[src/rtl/fetch_align_unit.sv]
// Fetch/align stage: pulls one instruction byte per cycle at the current PC,
// assembles 1- or 2-byte instructions (opcode + optional immediate) and hands
// them to the decoder over a valid/ready handshake. Also drives the
// sequential PC-advance request back to the program counter.
module fetch_align_unit #(
  parameter logic [3:0] TWO_BYTE_OP = 4'hC,
  parameter logic [7:0] NOP_BYTE    = 8'h00
) (
  input  logic       clk,
  input  logic       rst,
  input  logic [7:0] instr_in,
  input  logic [7:0] pc_cur,
  input  logic       stall,
  input  logic       flush,
  input  logic       out_ready,
  output logic       pc_adv,
  output logic       out_valid,
  output logic [7:0] out_instr,
  output logic [7:0] out_imm,
  output logic       out_two_byte,
  output logic [7:0] out_pc,
  output logic [7:0] out_pc_next
);

  typedef enum logic {
    FETCH_OP  = 1'b0,
    FETCH_IMM = 1'b1
  } state_t;

  state_t     r_state;
  logic [7:0] r_op_reg;
  logic [7:0] r_op_pc;
  logic       r_out_valid;
  logic [7:0] r_out_instr;
  logic [7:0] r_out_imm;
  logic       r_out_two_byte;
  logic [7:0] r_out_pc;
  logic [7:0] r_out_pc_next;

  logic       w_free;
  logic       w_accept;
  logic       w_is_two_byte;

  // Output slot is free when empty or being drained; a byte is taken only
  // when nothing (stall, flush, reset) blocks the pipeline.
  always_comb begin
    w_free        = !r_out_valid || out_ready;
    w_accept      = w_free && !stall && !flush && !rst;
    w_is_two_byte = (instr_in[7:4] == TWO_BYTE_OP);
  end

  assign pc_adv       = w_accept;
  assign out_valid    = r_out_valid;
  assign out_instr    = r_out_instr;
  assign out_imm      = r_out_imm;
  assign out_two_byte = r_out_two_byte;
  assign out_pc       = r_out_pc;
  assign out_pc_next  = r_out_pc_next;

  // Assembly FSM with registered outputs; flush outranks stall and handshake.
  always_ff @(posedge clk) begin
    if (rst) begin
      r_state        <= FETCH_OP;
      r_op_reg       <= NOP_BYTE;
      r_op_pc        <= '0;
      r_out_valid    <= 1'b0;
      r_out_instr    <= NOP_BYTE;
      r_out_imm      <= NOP_BYTE;
      r_out_two_byte <= 1'b0;
      r_out_pc       <= '0;
      r_out_pc_next  <= '0;
    end else if (flush) begin
      r_state        <= FETCH_OP;
      r_op_reg       <= NOP_BYTE;
      r_out_valid    <= 1'b0;
      r_out_instr    <= NOP_BYTE;
      r_out_imm      <= NOP_BYTE;
      r_out_two_byte <= 1'b0;
      r_out_pc       <= NOP_BYTE;
      r_out_pc_next  <= NOP_BYTE;
    end else if (w_accept) begin
      unique case (r_state)
        FETCH_OP: begin
          r_op_reg <= instr_in;
          r_op_pc  <= pc_cur;
          if (w_is_two_byte) begin
            r_state     <= FETCH_IMM;
            r_out_valid <= 1'b0;
          end else begin
            r_out_valid    <= 1'b1;
            r_out_instr    <= instr_in;
            r_out_imm      <= NOP_BYTE;
            r_out_two_byte <= 1'b0;
            r_out_pc       <= pc_cur;
            r_out_pc_next  <= pc_cur + 8'd1;
          end
        end
        FETCH_IMM: begin
          r_state        <= FETCH_OP;
          r_out_valid    <= 1'b1;
          r_out_instr    <= r_op_reg;
          r_out_imm      <= instr_in;
          r_out_two_byte <= 1'b1;
          r_out_pc       <= r_op_pc;
          r_out_pc_next  <= r_op_pc + 8'd2;
        end
        default: r_state <= FETCH_OP;
      endcase
    end else if (r_out_valid && out_ready) begin
      // Handshake still drains the output slot while stalled.
      r_out_valid <= 1'b0;
    end
  end

endmodule

[config.mk]
export PLATFORM = sky130hd
export DESIGN_NAME = fetch_align_unit
export DESIGN_NICKNAME = d
export VERILOG_FILES = /design/src/rtl/fetch_align_unit.sv
export SDC_FILE = /design/constraint.sdc
export NUM_CORES = 1
export LEC_CHECK = 0
export CORE_MARGIN = 5
export CORE_UTILIZATION = 45
export DETAILED_ROUTE_END_ITERATION = 10
export PLACE_DENSITY_LB_ADDON = 0.12
export SLEW_MARGIN = 15
export SYNTH_ARGS = -nofsm -noshare
export SYNTH_HDL_FRONTEND = slang
export SYNTH_SLANG_ARGS = --single-unit
[constraint.sdc]
create_clock -name clk -period 2.8 [get_ports clk]
set_clock_uncertainty 0.05 [all_clocks]
set_input_delay 0.56 -clock clk [delete_from_list [all_inputs] [get_ports clk]]
set_output_delay 0.56 -clock clk [all_outputs]
set_load 0.1 [all_outputs]
==> results.yml, run 1 <==
run_status:
  status: "complete, no violations"
route:
  drc_errors: 0
  routedWlPerCell_um: 14.6
  dr.pass1.iters: 4
  num_vias: 1761
  drt_iter0_markers: 74
  viasPerCell: 5.18
  antenna_left: 0
  wl_um: 4960
global_route:
  grt_usage: 0.169
  grt_pass1_vias: 1698
  grt_pass1_wl_um: 8270
  antenna_found_initial: 0
  overflow: 0
  grt_max_degree: 33
cts:
  cts_tree: "done"
  cts_made_buffers: 5
  clk_pin_slew_worst_paths_ns: 0.10
  clock_path_buffers: 2
  cts_root_buffer: "clkbuf_8"
  clkLatencyLatePin_ns: 0.30
  postCtsHoldBufs: 0
  postCtsResizedCells: 0
  post-cts-setup-buffers: 0
  htree_levels: 2
  cts.sinks: 51
place:
  pre_cts_slack_ns: 0.266
  dp_cells: 332
  gp_congestion: 0.800
  hpwlAfterDp_um: 3470
  port_buffers: 55
setup_path:
  criticalPathCategory: "input pin to output pin"
  arrival_ns: 1.93
  end_kind: "output pin"
  worst-r2r-cell-count: 6
  r2r_end: "out_pc_next[3]"
  reg2reg_slack_ns: 1.07
  rr_startpoint: "out_valid"
  crit_path_start_kind: "input pin"
  crit_fanout: 6
  cp.required_ns: 2.19
sta:
  setup-violations-final: 0
  fin_tns_setup_ns: 0
  fin_crit_ns: 2.54
  setup_ws_ns: 0.260
  finalHoldViolCount: 0
  rsz0062_at_grt: "no"
  tightest_slew_ns: 0.594
  slew_headroom: 0.603
  drv_slew: 0
  fin_crit_sh: 0.907
  fmax_mhz: 394
synth:
  synth_mux_area_frac: 0.0894
  synth.distinct_cells: 30
  netlist_instances: 229
  synth-compound-area-share: 0.175
  avgSynthCellArea_um2: 9.29
  syn_area_um2: 2130
  ys_ff_latch: 51
  yosys_warnings: 0
  synth_top_family_by_area: "compound AO/OA/AOI/OAI gates"
  ys_seq_area_frac: 0.480
  synthAdderAreaFrac: 0.0118
  synthSimpleGateAreaFrac: 0.157
  syn_nets: 252
  synthXorXnorAreaFrac: 0.0453
floorplan:
  dieArea_um2: 6200
  io_pins: 56
  core-area_um2: 4660
  fp.dieH_um: 78.8
  die_x_um: 78.8
  start_util: 0.457
  rows: 25
finish:
  drive_above_1_share: 0.192
  num_antenna_cells: 0
  fin_nets: 308
  syn_to_final_growth_pct: 28.9
  final_cells: 340
  n_fill_cell: 434
  finalCoreUtilization: 0.589
flow_run:
  max-cap-violations: 0
power:
  irDropWorstVdd_v: 0.000333
  power_density_nw_per_um2: 525
  power.total_mw: 1.44
  cellLeakagePower_nw: 1.06
hold_path:
  hp-class: "flip-flop to flip-flop"
  whs_endpoint: "r_op_reg[6]"
  hold_start: "r_op_reg[6]"
  holdPathStages: 2
==> worst max-delay path: stages <==
cell and delay [ns]:
clkdlybuf4s50_1 0.47, or2_4 0.26, or3_4 0.34, inv_2 0.12, buf_12 0.18
==> power breakdown <==
group | total (mW) | switching [mW] | internal (mW)
combinational | 0.255 | 0.175 | 0.0794
sequential | 0.757 | 0.0130 | 0.744
clock | 0.430 | 0.250 | 0.180
total | 1.44 | 0.439 | 1.00
==> metal layers <==
layer,routed length (um),GRT usage,vias to the layer above,part of all wire
met1,2490,0.243,807,0.50
met5,0,0,-,0
met4,51,0.0577,0,0.010
met3,274,0.0397,5,0.055
met2,2150,0.248,41,0.43
li1,-,-,908,-
==> through the flow <==
stage | instance area (um2) | hold WS [ns]
final | 2740 | 0.410
after global routing | 2740 | 0.430
after CTS | 2740 | 0.412
after detailed placement | 2650 | 0.396
after global placement | 2650 | 0.388
after floorplan | 2130 | 0.386
==> cell usage in the layout (no fill, tap or decap) <==
master / synthesis / routed
dfxtp_1: 51 / 51
nand2_1: 42 / 42
buf_4: 0 / 42
clkdlybuf4s50_1: 0 / 20
mux2i_1: 19 / 19
a21oi_1: 19 / 19
nand3_1: 14 / 14
o2bb2ai_1: 12 / 12
a22o_1: 11 / 11
o21ai_0: 9 / 9
nor2_1: 7 / 7
xor2_1: 6 / 6
xnor2_1: 5 / 5
clkbuf_8: 0 / 5
nor2b_1: 2 / 2
and2_1: 2 / 2
inv_1: 2 / 2
and3_1: 2 / 2
ha_1: 2 / 2
or2_4: 1 / 1
or3_4: 1 / 1
inv_2: 1 / 1
nor2_4: 1 / 1
nand2b_1: 1 / 1
a211oi_1: 1 / 1
o21a_1: 1 / 1
a21o_1: 1 / 1
nor3_1: 1 / 1
o211ai_1: 1 / 1
clkinv_2: 0 / 1
inv_6: 0 / 1
clkinv_4: 0 / 1
buf_12: 0 / 1
==> cell type report <==
class	instances	area (um2)	share of cell area
inverters	3	11.3	0.00410
repair buffers	63	536	0.195
well taps	54	67.6	0.0246
multi-input cells	161	1020	0.371
clock buffers	5	68.8	0.0251
flip-flops and latches	51	1020	0.372
clock inverters	3	22.5	0.00821
==> worst max path at each step <==
stage | from | cells after the start | slack [ns] | endpoint
3_5_place_dp | rst | 5 | 0.27 | pc_adv
2_1_floorplan | out_valid | 8 | 0.24 | out_imm[4]
5_1_grt | rst | 5 | 0.24 | pc_adv
6_report | rst | 5 | 0.26 | pc_adv
3_3_place_gp | rst | 5 | 0.27 | pc_adv
4_1_cts | rst | 5 | 0.27 | pc_adv
==> kinds of logic (layout without fill, tap and decap cells) <==
family	after synthesis	count (layout)
AND/OR/NAND/NOR	74	74
XOR/XNOR	11	11
AO/OA/AOI/OAI	55	55
adder cells (fa/ha/maj)	2	2
buffers and inverters	17	74
flip-flops	51	51
multiplexers	19	19
==> Yosys cell counts <==
cell type / instances / area, um2
xnor2_1: 5 / 43.8
o2bb2ai_1: 12 / 105
dfxtp_1: 51 / 1020
ha_1: 2 / 25.0
a22o_1: 11 / 96.3
nand2b_1: 1 / 6.26
o211ai_1: 1 / 7.51
inv_2: 1 / 3.75
and2_1: 2 / 12.5
clkbuf_1: 7 / 26.3
or3_4: 1 / 11.3
nor3_1: 1 / 5.00
mux2i_1: 19 / 190
buf_1: 1 / 3.75
xor2_1: 6 / 52.6
buf_6: 3 / 33.8
and3_1: 2 / 12.5
a21o_1: 1 / 7.51
buf_2: 3 / 15.0
nand3_1: 14 / 70.1
o21a_1: 1 / 7.51
nor2b_1: 2 / 12.5
a21oi_1: 19 / 95.1
nand2_1: 42 / 158
o21ai_0: 9 / 45.0
nor2_1: 7 / 26.3
a211oi_1: 1 / 7.51
or2_4: 1 / 8.76
inv_1: 2 / 7.51
nor2_4: 1 / 11.3
No activity file was read; power rests on OpenSTA's default activity.
==> run 2: changes to the inputs <==
Settings changed: CORE_UTILIZATION 45 to 43, CTS_CLUSTER_SIZE from default to 25, SLEW_MARGIN 15 to 20.
Clock period 2.8 ns to 2.08 ns, I/O delays scaled along.
==> run 2 against run 1 <==
Sequential cell count did not move. Worst hold slack got worse by 0.0020 ns. Global-route usage rose by 0.11 points. Core utilization rose by 2.7 points. Die area rose by 4.1%. Cell count rose by 8.8%. Count of clock-buffer cells in the layout did not move. Power rose by 37%. Non-clock buffer count rose by 16. Via count rose by 5.3%. First-iteration DRC count rose by 1.4%. Critical path depth did not move.
==> results.yml, run 2 (synthesis gave the netlist of run 1 again) <==
cts:
  cts.sinks: 51
  clkLatencyLatePin_ns: 0.31
  cts_tree: "done"
  clk_pin_slew_worst_paths_ns: 0.09
  clock_path_buffers: 2
  htree_levels: 2
  postCtsHoldBufs: 0
  cts_root_buffer: "clkbuf_8"
  cts_made_buffers: 5
sta:
  fmax_mhz: 488
  rsz0062_at_grt: "no"
  slew_headroom: 0.711
  setup-violations-final: 0
  drv_slew: 0
  fin_crit_sh: 0.986
  finalHoldViolCount: 0
  fin_crit_ns: 2.05
  tightest_slew_ns: 0.433
power:
  seqPwrFrac: 0.516
  internal_power_mw: 1.37
  pwr-share-clk: 0.299
  p_comb_frac: 0.186
  cellLeakagePower_nw: 1.15
  irDropWorstVdd_v: 0.000498
  power_density_nw_per_um2: 676
  power.total_mw: 1.98
  switching_share: 0.308
  power.switching_mw: 0.608
floorplan:
  rows: 25
  core-area_um2: 4750
  start_util: 0.448
  die_x_um: 80.4
  io_pins: 56
  dieArea_um2: 6460
  fp.dieH_um: 80.4
hold_path:
  holdPathStages: 1
  hold_start: "out_two_byte"
  hp-class: "flip-flop to flip-flop"
setup_path:
  worst-r2r-cell-count: 8
  crit_path_start_kind: "input pin"
  crit_fanout: 2
  criticalPathCategory: "input pin to output pin"
  arrival_ns: 1.58
  cp.required_ns: 1.61
  end_kind: "output pin"
  crit_start: "out_ready"
  rr_startpoint: "out_valid"
route:
  dr.pass1.iters: 4
  antenna_left: 0
  viasPerCell: 5.01
  routedWlPerCell_um: 14.2
  wl_um: 5250
  drt_iter0_markers: 75
  num_vias: 1854
  drc_errors: 0
finish:
  layout_commonest_cell: "buf_4"
  num_antenna_cells: 0
  syn_to_final_growth_pct: 37.5
  fin_nets: 325
  multi_input_area_um2: 1030
  layout_common_cells: "buf_4 (57), dfxtp_1 (50), nand2_1 (42)"
  ff_latch_area_um2: 1020
  finalCoreUtilization: 0.616
  n_fill_cell: 451
  drive_above_1_share: 0.244
  final_cells: 370
  fin_area_um2: 2930
global_route:
  grt_max_degree: 33
  overflow: 0
  grt_usage: 0.171
  antenna_found_initial: 0
  grt_pass1_wl_um: 8580
  grt_pass1_vias: 1767
flow_run:
  max-cap-violations: 0
place:
  dpl-instance-area_um2: 2800
  hpwlAfterDp_um: 3710
  port_buffers: 55
  gp_congestion: 0.814
  dp_cells: 359
run_status:
  status: "complete, no violations"
-- run 2: routing by layer --
| layer | wire, um | vias to the layer above | global-route usage | part of all wire |
|---|---|---|---|---|
| met4 | 74 | 0 | 0.0557 | 0.014 |
| li1 | - | 946 | - | - |
| met5 | 0 | - | 0 | 0 |
| met1 | 2530 | 863 | 0.230 | 0.48 |
| met2 | 2390 | 39 | 0.267 | 0.46 |
| met3 | 248 | 6 | 0.0404 | 0.047 |
-- run 2: repair_timing --
item	4_1_cts	5_1_grt
cloned	0	1
endpoints found under the setup margin	1	18
setup buffers	2	0
resized for setup	3	1
pin swaps	1	2
-- run 2: area by class of cell --
cell class / count / area share
Clock inverter: 3 / 0.00812
Clock buffer: 5 / 0.0235
Timing Repair Buffer: 79 / 0.230
Multi-Input combinational cell: 162 / 0.352
Tap cell: 67 / 0.0286
Inverter: 3 / 0.00812
Sequential cell: 51 / 0.349
-- run 2: power by group through the flow --
stage | clock network (mW) | logic (mW) | registers (mW)
2_1_floorplan | 0 | 0.107 | 1.17
3_3_place_gp | 0 | 0.362 | 1.04
3_5_place_dp | 0 | 0.363 | 1.04
4_1_cts | 0.600 | 0.367 | 1.02
5_1_grt | 0.645 | 0.391 | 1.02
6_report | 0.590 | 0.368 | 1.02
-- run 2: critical path, cell delays in order --
cell and delay [ns]:
clkdlybuf4s50_1 0.45, nor2b_1 0.06, or3_4 0.42, inv_12 0.07
buf_16 0.16
-- run 2: per-stage QoR --
stage | setup slack (ns) | hold WS, ns | setup TNS (ns)
6_report | 0.0297 | 0.408 | 0
5_1_grt | 0.0130 | 0.430 | 0
4_1_cts | 0.00490 | 0.414 | 0
3_5_place_dp | -0.231 | 0.390 | -8.78
3_3_place_gp | -0.197 | 0.390 | -7.33
2_1_floorplan | -0.0517 | 0.386 | -0.310
-- run 2: final timing paths --
kind              slack, ns             end
setup / recovery       0.03          pc_adv
hold / removal         0.41    out_two_byte
setup reg to reg       0.32  out_pc_next[5]
hold reg to reg        0.41    out_two_byte
